`src/rtl/riscv_mem_pkg.sv`:
```
// Shared definitions for the fetch/data memory arbiter: FSM states,
// bus-owner codes and the full-word byte-enable used for reads.
package riscv_mem_pkg;

  typedef enum logic [1:0] {
    IDLE    = 2'd0,
    BUSY_IF = 2'd1,
    BUSY_D  = 2'd2
  } arb_state_e;

  localparam logic [1:0] OWNER_NONE = 2'b00;
  localparam logic [1:0] OWNER_IF   = 2'b01;
  localparam logic [1:0] OWNER_D    = 2'b10;

  localparam logic [3:0] BE_FULL = 4'hF;

  function automatic logic [31:0] word_addr(input logic [31:0] a);
    return a & 32'hFFFF_FFFC;
  endfunction

endpackage

```
`src/rtl/mem_arb_wdog.sv`:
```
// Wait-cycle watchdog: cleared on each grant, counts cycles without mem_ready
// and flags the cycle in which the count reaches TIMEOUT.
module mem_arb_wdog #(
  parameter int TIMEOUT = 255
) (
  input  logic clk,
  input  logic rst_n,
  input  logic clr,
  input  logic en,
  output logic expired
);

  localparam int CW = (TIMEOUT < 1) ? 1 : $clog2(TIMEOUT + 1);
  localparam logic [CW-1:0] CNT_MAX  = CW'(TIMEOUT);
  localparam logic [CW-1:0] CNT_LAST = CW'((TIMEOUT < 1) ? 0 : TIMEOUT - 1);

  logic [CW-1:0] cnt_q;
  logic [CW-1:0] cnt_d;

  // Next count: clear wins, otherwise saturating increment while enabled
  always_comb begin
    cnt_d = cnt_q;
    if (clr) begin
      cnt_d = '0;
    end else if (en && (cnt_q != CNT_MAX)) begin
      cnt_d = cnt_q + CW'(1);
    end else begin
      cnt_d = cnt_q;
    end
  end

  // Counter register
  always_ff @(posedge clk or negedge rst_n) begin
    if (!rst_n) begin
      cnt_q <= '0;
    end else begin
      cnt_q <= cnt_d;
    end
  end

  // Fires on the edge that would bring the count to TIMEOUT
  assign expired = en && (cnt_q >= CNT_LAST);

endmodule

```
`src/rtl/riscv_mem_arbiter.sv`:
```
// Two-requester arbiter sharing one memory bus between instruction fetch and
// load/store, with data priority, fetch anti-starvation and timeout recovery.
module riscv_mem_arbiter
  import riscv_mem_pkg::*;
#(
  parameter int STARVE_MAX = 4,
  parameter int TIMEOUT    = 255
) (
  input  logic        clk,
  input  logic        reset,
  input  logic        if_req,
  input  logic [31:0] if_addr,
  output logic [31:0] if_rdata,
  output logic        if_ack,
  output logic        if_err,
  input  logic        d_req,
  input  logic        d_we,
  input  logic [31:0] d_addr,
  input  logic [31:0] d_wdata,
  input  logic [3:0]  d_be,
  output logic [31:0] d_rdata,
  output logic        d_ack,
  output logic        d_err,
  output logic        mem_req,
  output logic        mem_we,
  output logic [31:0] mem_addr,
  output logic [31:0] mem_wdata,
  output logic [3:0]  mem_be,
  input  logic [31:0] mem_rdata,
  input  logic        mem_ready,
  output logic [1:0]  owner
);

  localparam int SW = (STARVE_MAX < 1) ? 1 : $clog2(STARVE_MAX + 1);
  localparam logic [SW-1:0] STARVE_LIM = SW'(STARVE_MAX);

  arb_state_e state_q, state_d;

  logic          mem_req_q, mem_req_d;
  logic          mem_we_q, mem_we_d;
  logic [31:0]   mem_addr_q, mem_addr_d;
  logic [31:0]   mem_wdata_q, mem_wdata_d;
  logic [3:0]    mem_be_q, mem_be_d;
  logic [1:0]    owner_q, owner_d;
  logic          if_ack_q, if_ack_d;
  logic          if_err_q, if_err_d;
  logic          d_ack_q, d_ack_d;
  logic          d_err_q, d_err_d;
  logic [31:0]   if_rdata_q, if_rdata_d;
  logic [31:0]   d_rdata_q, d_rdata_d;
  logic [SW-1:0] starve_q, starve_d;

  logic pick_d;
  logic grant_if;
  logic grant_d;
  logic done_ok;
  logic done_to;
  logic wdog_clr;
  logic wdog_en;
  logic wdog_expired;

  mem_arb_wdog #(
    .TIMEOUT (TIMEOUT)
  ) u_wdog (
    .clk     (clk),
    .rst_n   (reset),
    .clr     (wdog_clr),
    .en      (wdog_en),
    .expired (wdog_expired)
  );

  assign wdog_clr = grant_if | grant_d;
  assign wdog_en  = (state_q != IDLE) && !mem_ready;

  // State register
  always_ff @(posedge clk or negedge reset) begin
    if (!reset) begin
      state_q <= IDLE;
    end else begin
      state_q <= state_d;
    end
  end

  // Next state: arbitration in IDLE, completion or timeout while busy.
  // Preference uses the raw requests; a requester being acked this cycle
  // cannot be granted, so its preferred slot simply waits one cycle.
  always_comb begin
    state_d  = state_q;
    grant_if = 1'b0;
    grant_d  = 1'b0;
    done_ok  = 1'b0;
    done_to  = 1'b0;
    pick_d   = d_req && !(if_req && (starve_q >= STARVE_LIM));
    case (state_q)
      IDLE: begin
        if (pick_d) begin
          if (!d_ack_q) begin
            grant_d = 1'b1;
            state_d = BUSY_D;
          end else begin
            state_d = IDLE;
          end
        end else if (if_req) begin
          if (!if_ack_q) begin
            grant_if = 1'b1;
            state_d  = BUSY_IF;
          end else begin
            state_d = IDLE;
          end
        end else begin
          state_d = IDLE;
        end
      end
      BUSY_IF, BUSY_D: begin
        if (mem_ready) begin
          done_ok = 1'b1;
          state_d = IDLE;
        end else if (wdog_expired) begin
          done_to = 1'b1;
          state_d = IDLE;
        end else begin
          state_d = state_q;
        end
      end
      default: begin
        state_d = IDLE;
      end
    endcase
  end

  // Outputs: command capture on grant, response capture on completion
  always_comb begin
    mem_req_d   = mem_req_q;
    mem_we_d    = mem_we_q;
    mem_addr_d  = mem_addr_q;
    mem_wdata_d = mem_wdata_q;
    mem_be_d    = mem_be_q;
    owner_d     = owner_q;
    if_rdata_d  = if_rdata_q;
    d_rdata_d   = d_rdata_q;
    starve_d    = starve_q;
    if_ack_d    = 1'b0;
    if_err_d    = 1'b0;
    d_ack_d     = 1'b0;
    d_err_d     = 1'b0;
    if (grant_d) begin
      mem_req_d   = 1'b1;
      mem_we_d    = d_we;
      mem_addr_d  = word_addr(d_addr);
      mem_wdata_d = d_wdata;
      mem_be_d    = d_we ? d_be : BE_FULL;
      owner_d     = OWNER_D;
      if (if_req && (starve_q < STARVE_LIM)) begin
        starve_d = starve_q + SW'(1);
      end else begin
        starve_d = starve_q;
      end
    end else if (grant_if) begin
      mem_req_d   = 1'b1;
      mem_we_d    = 1'b0;
      mem_addr_d  = word_addr(if_addr);
      mem_wdata_d = 32'd0;
      mem_be_d    = BE_FULL;
      owner_d     = OWNER_IF;
      starve_d    = '0;
    end else if (done_ok) begin
      mem_req_d = 1'b0;
      owner_d   = OWNER_NONE;
      if (state_q == BUSY_IF) begin
        if_ack_d   = 1'b1;
        if_rdata_d = mem_rdata;
      end else begin
        d_ack_d = 1'b1;
        if (!mem_we_q) begin
          d_rdata_d = mem_rdata;
        end else begin
          d_rdata_d = d_rdata_q;
        end
      end
    end else if (done_to) begin
      mem_req_d = 1'b0;
      owner_d   = OWNER_NONE;
      if (state_q == BUSY_IF) begin
        if_ack_d = 1'b1;
        if_err_d = 1'b1;
      end else begin
        d_ack_d = 1'b1;
        d_err_d = 1'b1;
      end
    end else begin
      mem_req_d = mem_req_q;
    end
  end

  // Output and bookkeeping registers
  always_ff @(posedge clk or negedge reset) begin
    if (!reset) begin
      mem_req_q   <= 1'b0;
      mem_we_q    <= 1'b0;
      mem_addr_q  <= 32'd0;
      mem_wdata_q <= 32'd0;
      mem_be_q    <= 4'd0;
      owner_q     <= OWNER_NONE;
      if_ack_q    <= 1'b0;
      if_err_q    <= 1'b0;
      d_ack_q     <= 1'b0;
      d_err_q     <= 1'b0;
      if_rdata_q  <= 32'd0;
      d_rdata_q   <= 32'd0;
      starve_q    <= '0;
    end else begin
      mem_req_q   <= mem_req_d;
      mem_we_q    <= mem_we_d;
      mem_addr_q  <= mem_addr_d;
      mem_wdata_q <= mem_wdata_d;
      mem_be_q    <= mem_be_d;
      owner_q     <= owner_d;
      if_ack_q    <= if_ack_d;
      if_err_q    <= if_err_d;
      d_ack_q     <= d_ack_d;
      d_err_q     <= d_err_d;
      if_rdata_q  <= if_rdata_d;
      d_rdata_q   <= d_rdata_d;
      starve_q    <= starve_d;
    end
  end

  assign mem_req   = mem_req_q;
  assign mem_we    = mem_we_q;
  assign mem_addr  = mem_addr_q;
  assign mem_wdata = mem_wdata_q;
  assign mem_be    = mem_be_q;
  assign owner     = owner_q;
  assign if_ack    = if_ack_q;
  assign if_err    = if_err_q;
  assign d_ack     = d_ack_q;
  assign d_err     = d_err_q;
  assign if_rdata  = if_rdata_q;
  assign d_rdata   = d_rdata_q;

endmodule

```
`config.mk`:
```
export PLATFORM = sky130hd
export DESIGN_NAME = riscv_mem_arbiter
export DESIGN_NICKNAME = d
export VERILOG_FILES = /design/src/rtl/riscv_mem_pkg.sv /design/src/rtl/mem_arb_wdog.sv /design/src/rtl/riscv_mem_arbiter.sv
export SDC_FILE = /design/constraint.sdc
export NUM_CORES = 1
export LEC_CHECK = 0
export CAP_MARGIN = 20
export CELL_PAD_IN_SITES_DETAIL_PLACEMENT = 1
export CELL_PAD_IN_SITES_GLOBAL_PLACEMENT = 2
export CORE_MARGIN = 2
export CORE_UTILIZATION = 29
export CTS_BUF_LIST = sky130_fd_sc_hd__clkbuf_2 sky130_fd_sc_hd__clkbuf_4 sky130_fd_sc_hd__clkbuf_8
export DETAILED_ROUTE_END_ITERATION = 10
export GPL_ROUTABILITY_DRIVEN = 0
export PLACE_DENSITY = 0.95
export SLEW_MARGIN = 40
export SYNTH_ARGS = -nofsm -noshare
export SYNTH_HDL_FRONTEND = slang
export SYNTH_SLANG_ARGS = --single-unit
export TNS_END_PERCENT = 100
```
`constraint.sdc`:
```
create_clock -name clk -period 4.1 [get_ports clk]
set_input_delay 0.615 -clock clk [delete_from_list [all_inputs] [get_ports clk]]
set_output_delay 0.615 -clock clk [all_outputs]
set_load 0.1 [all_outputs]
```
==> flow_summary.ini, run 1 <==
[cts]
cts_tree = built
post_cts_buffers = 0
clk_pin_slew_ps = 90
clockBufferDepth = 2
cts_buffers = 17
root_buffer = clkbuf_8
htree_levels = 4
clock_latency_ps = 450
clock_sinks = 151
cts_hold_buffers = 0
cts_resized = 0

[logic_synthesis]
ys_ff_latch = 151
yosysSeqAreaShare = 0.6094
synthCells = 451
yosysWarningCount = 0
syn-cell-area_um2 = 6201
syn_area_per_cell_um2 = 13.75
ys_types = 41

[routing]
routed_wirelength_um = 17190
first_pass_iters = 4
drtIter0Drc = 111
num_vias = 4671
via_per_inst = 4.634
wl_per_cell_um = 17.05
drc = 0
antenna_left = 0

[sta]
relSlewSlack = 0.5161
post-route-min-period_ps = 2509
rsz0062_at_grt = no
hold_violations = 0
tns_ps = 0
worst_pin_slew_ps = 725.9
hold_ws_ps = 188.4
timing.final.crit_share = 0.6118
clock-skew-final_ps = 18.47
max_freq_mhz = 398.6
finalSetupViolations = 0
drv_slew = 0

[grt]
antenna_found_initial = 0
grt_pass1_vias = 5027
gr-total-overflow = 0
grt_max_degree = 99
grt_usage = 0.1536
grt_pass1_wl_um = 26650

[finish]
final_layout_size_suffix_gt1_frac = 0.3370
num_antenna_cells = 0
area_growth_pct = 43.83
layout_commonest_cell = dfrtp_1
num-fill-cells = 2292
regArea_um2 = 3779
fin_nets = 863
multiInputGateArea_um2 = 2270
final_cell_mix = dfrtp_1, buf_2, clkdlybuf4s50_1, nand2_1

[setup_path]
crit-reg2reg-launch = state_q[1]
critPathMaxFanout = 32
crit_arrival_ps = 2830
worst-r2r-cell-count = 6
worstPathRequired_ps = 4420
worstSetupEndpointType = flop
startpoint_type = flop
critical_path.startpoint = state_q[1]
crit_type = flop to flop

[floorplanning]
ioPinCount = 278
start_util = 0.2950
die_h_um = 150.2
die_w_um = 150.2
rows = 53
fp.dieArea_um2 = 22570
coreArea_um2 = 21020

[run_status]
status = completed

[placement]
io_buffers = 271
dp_hpwl_um = 12190

[job]
maxCapViolations = 0

[min_path]
min_path_type = input pin to asynchronous set/reset pin
## state kept, by name, indices dropped and copies added (netlist names)
register	flops
mem_req	1
u_wdog.cnt_q	8
d_ack	1
d_rdata	32
if_ack	1
mem_wdata	32
state_q	2
if_err	1
mem_we	1
d_err	1
owner	2
mem_addr	30
if_rdata	32
mem_be	4
starve_q	3
## routing by layer
layer,vias to the layer above,part of all wire,track usage
met5,-,0,0
met4,0,0.014,0.05425
met3,13,0.074,0.05000
met2,174,0.49,0.2568
met1,2340,0.42,0.1862
li1,2144,-,-
## area by class of cell
cell class | instances | area share
inverters | 5 | 0.002104
clock buffers | 17 | 0.02623
multi-input cells | 268 | 0.2545
repair buffers | 277 | 0.2341
clock inverters | 15 | 0.02076
well taps | 275 | 0.03858
flip-flops and latches | 151 | 0.4237
## per-stage QoR
step / setup slack (ps) / cell area (um2) / instances / util
6_report: 1591 / 8919 / 1008 / 0.4243
3_5_place_dp: 1115 / 8492 / 976 / 0.4040
5_1_grt: 1332 / 8919 / 1008 / 0.4243
4_1_cts: 1553 / 8911 / 1008 / 0.4239
2_1_floorplan: 1715 / 6205 / 452 / -
3_3_place_gp: 1146 / 9175 / 976 / 0.4365
## critical path, cell delays in order (launching register included)
cell and delay, ps:
dfrtp_1 370, inv_1 90, ha_1 310, nand4b_1 500, nand4_1 280, buf_4 440
mux2_2 390
## final timing paths
kind / slack (ps) / to
hold reg to reg: 480 / owner[0]
min in group clk: 480 / owner[0]
setup / recovery: 1590 / d_rdata[17]
max in group asynchronous: 3140 / mem_wdata[5]
hold / removal: 190 / if_rdata[14]
setup reg to reg: 1590 / d_rdata[17]
## cells in the mapped netlist
library cell	instances	area (um2)
nand2b_1	2	12.51
xnor2_1	5	43.79
nor3_1	1	5.000
o41ai_1	1	8.760
mux2_4	30	450.4
conb_1	1	3.750
mux2i_1	34	340.3
inv_1	5	18.77
nand2_1	41	153.9
or4_1	1	7.510
nand3_1	4	20.02
buf_6	4	45.04
a22o_1	32	280.3
xor2_1	1	8.760
buf_1	3	11.26
or2_2	1	6.260
nor4b_4	1	23.77
and3_1	3	18.77
o311ai_0	1	8.760
nor2_1	11	41.29
mux2_2	34	382.9
o211ai_1	1	7.510
a31o_2	1	8.760
buf_2	7	35.03
o21ai_0	32	160.2
a21o_1	2	15.01
nor4_1	1	6.260
nor4bb_1	2	20.02
dfrtp_1	151	3779
nand4b_1	2	17.52
o31a_1	1	8.760
buf_4	2	15.01
ha_1	5	62.56
o22a_1	4	35.03
a31oi_1	1	6.260
clkbuf_1	12	45.04
a2111oi_0	1	8.760
and4b_1	2	20.02
nand4_1	3	18.77
nor3b_1	3	22.52
and3b_1	2	17.52
## logic make-up after synthesis
logic type	Yosys count	share of synthesized area
flops	151	0.6094
mux	98	0.1893
simple gates	80	0.06639
compound gates	77	0.08838
buf+inv	33	0.02744
xor+xnor	6	0.008475
fa+ha+maj	5	0.01009
other cells	1	0.0006047
Power of run 1 is left out: the tool's default activity adds up to more than one toggle a clock period on the data nets, which glitch-free logic cannot reach.
==> inputs of run 2 (changes only) <==
Settings changed: CORE_UTILIZATION 29 to 27, PLACE_DENSITY 0.95 to 0.93.
Clock period 4.1 ns to 2.45 ns, I/O delays scaled along.
==> flow_summary.ini, run 2 (same netlist as run 1, synthesis figures left out) <==
[routing]
via_per_inst = 4.628
num_vias = 4748
antenna_left = 0
drc = 0
first_pass_iters = 4
routed_wirelength_um = 18220
drtIter0Drc = 166
wl_per_cell_um = 17.76

[grt]
grt_pass1_vias = 5120
antenna_found_initial = 0
grt_max_degree = 100
grt_usage = 0.1504
gr-total-overflow = 0
grt_pass1_wl_um = 28280

[floorplanning]
start_util = 0.2747
die_w_um = 155.5
ioPinCount = 278
fp.dieArea_um2 = 24190
coreArea_um2 = 22570
rows = 55
die_h_um = 155.5

[finish]
fin_nets = 871
area_growth_pct = 52.08
final_cell_mix = dfrtp_1, buf_4, clkdlybuf4s50_1, nand2_1
layout_commonest_cell = dfrtp_1
final_layout_size_suffix_gt1_frac = 0.3414
num_antenna_cells = 0
stdcell_count = 1026

[sta]
clock-skew-final_ps = 20.06
hold_violations = 0
finalSetupViolations = 0
rsz0062_at_grt = no
drv_slew = 0
timing.final.crit_share = 0.8472
tns_ps = 0
worst_pin_slew_ps = 731.7
max_freq_mhz = 481.8
relSlewSlack = 0.5058
post-route-min-period_ps = 2076

[placement]
dp_hpwl_um = 13230
io_buffers = 271
dp.cells = 993

[setup_path]
critPathMaxFanout = 32
crit_arrival_ps = 2410
worstPathCellList = inv_1, ha_1, and4b_4, nor4b_4, buf_12, mux2_2
worstSetupEndpointType = flop
crit-reg2reg-launch = state_q[0]
startpoint_type = flop
regToRegSetupSlack_ps = 370
r2r-end = if_rdata[0]
worstPathRequired_ps = 2790
critical_path_buf_inv_count = 2
crit_type = flop to flop
worst-r2r-cell-count = 6
critical_path.top_delay_family = simple AND/OR/NAND/NOR gates
cp_slowest_stage_delay_ps = 370
slowest_stage = mux2_2

[cts]
root_buffer = clkbuf_8
cts_buffers = 17
cts_resized = 0
clockBufferDepth = 2
clock_sinks = 151
htree_levels = 4
clock_latency_ps = 450
clk_pin_slew_ps = 90
cts_tree = built

[run_status]
status = completed

[min_path]
min_path_type = input pin to asynchronous set/reset pin

[job]
maxCapViolations = 0
==> run 2: per-layer routing <==
metal	wire length (um)	global-route usage	vias to the layer above	share of wire
met5	0	0	-	0
met4	499	0.05417	0	0.027
met3	1432	0.05806	32	0.079
met2	8983	0.2539	194	0.49
met1	7304	0.1743	2354	0.40
li1	-	-	2168	-
==> run 2: worst reg2reg max path: cells and delay by family (launching register included) <==
family	cells	cell delay (ps)
buffers and inverters	2	350
and+or+nand+nor	2	590
muxes	1	400
adders and majority gates	1	290
DFF	1	350
==> run 2: worst max path at each step <==
stage	start	end	slack [ps]	cells past startpoint
detailed placement	if_req	if_rdata[1]	40	6
finish	state_q[0]	if_rdata[0]	370	6
global placement	if_req	if_rdata[0]	90	6
CTS	state_q[0]	mem_wdata[31]	320	7
global route	state_q[0]	owner[0]	220	6
floorplan	d_ack	if_rdata[10]	70	5
==> run 2: stage by stage <==
| stage | utilization | cell area, um2 | hold WS, ps | worst slack, ps |
|---|---|---|---|---|
| final | 0.4178 | 9430 | 432.3 | 374.4 |
| after global routing | 0.4178 | 9430 | 432.8 | 217.7 |
| after CTS | 0.4178 | 9430 | 427.0 | 318.7 |
| after detailed placement | 0.3974 | 8970 | 368.2 | 37.61 |
| after global placement | 0.3974 | 8970 | 364.6 | 91.47 |
| after floorplan | - | 6205 | 71.91 | 65.24 |
==> run 2: layout make-up <==
class | count | area [um2]
clock inverter | 14 | 202.7
multi-input combinational | 268 | 2262
timing repair buffer | 285 | 2564
inverter | 5 | 18.77
clock buffer | 18 | 247.7
tap | 285 | 356.6
sequential | 151 | 3779
fill | 2415 | 13140
==> run 2: what timing repair did <==
| action | in CTS | in global routing |
|---|---|---|
| hold buffers | 1 | 0 |
| hold endpoints to repair | 52 | 0 |
| setup buffers | 0 | 0 |
Power of run 2 is left out for the same reason.
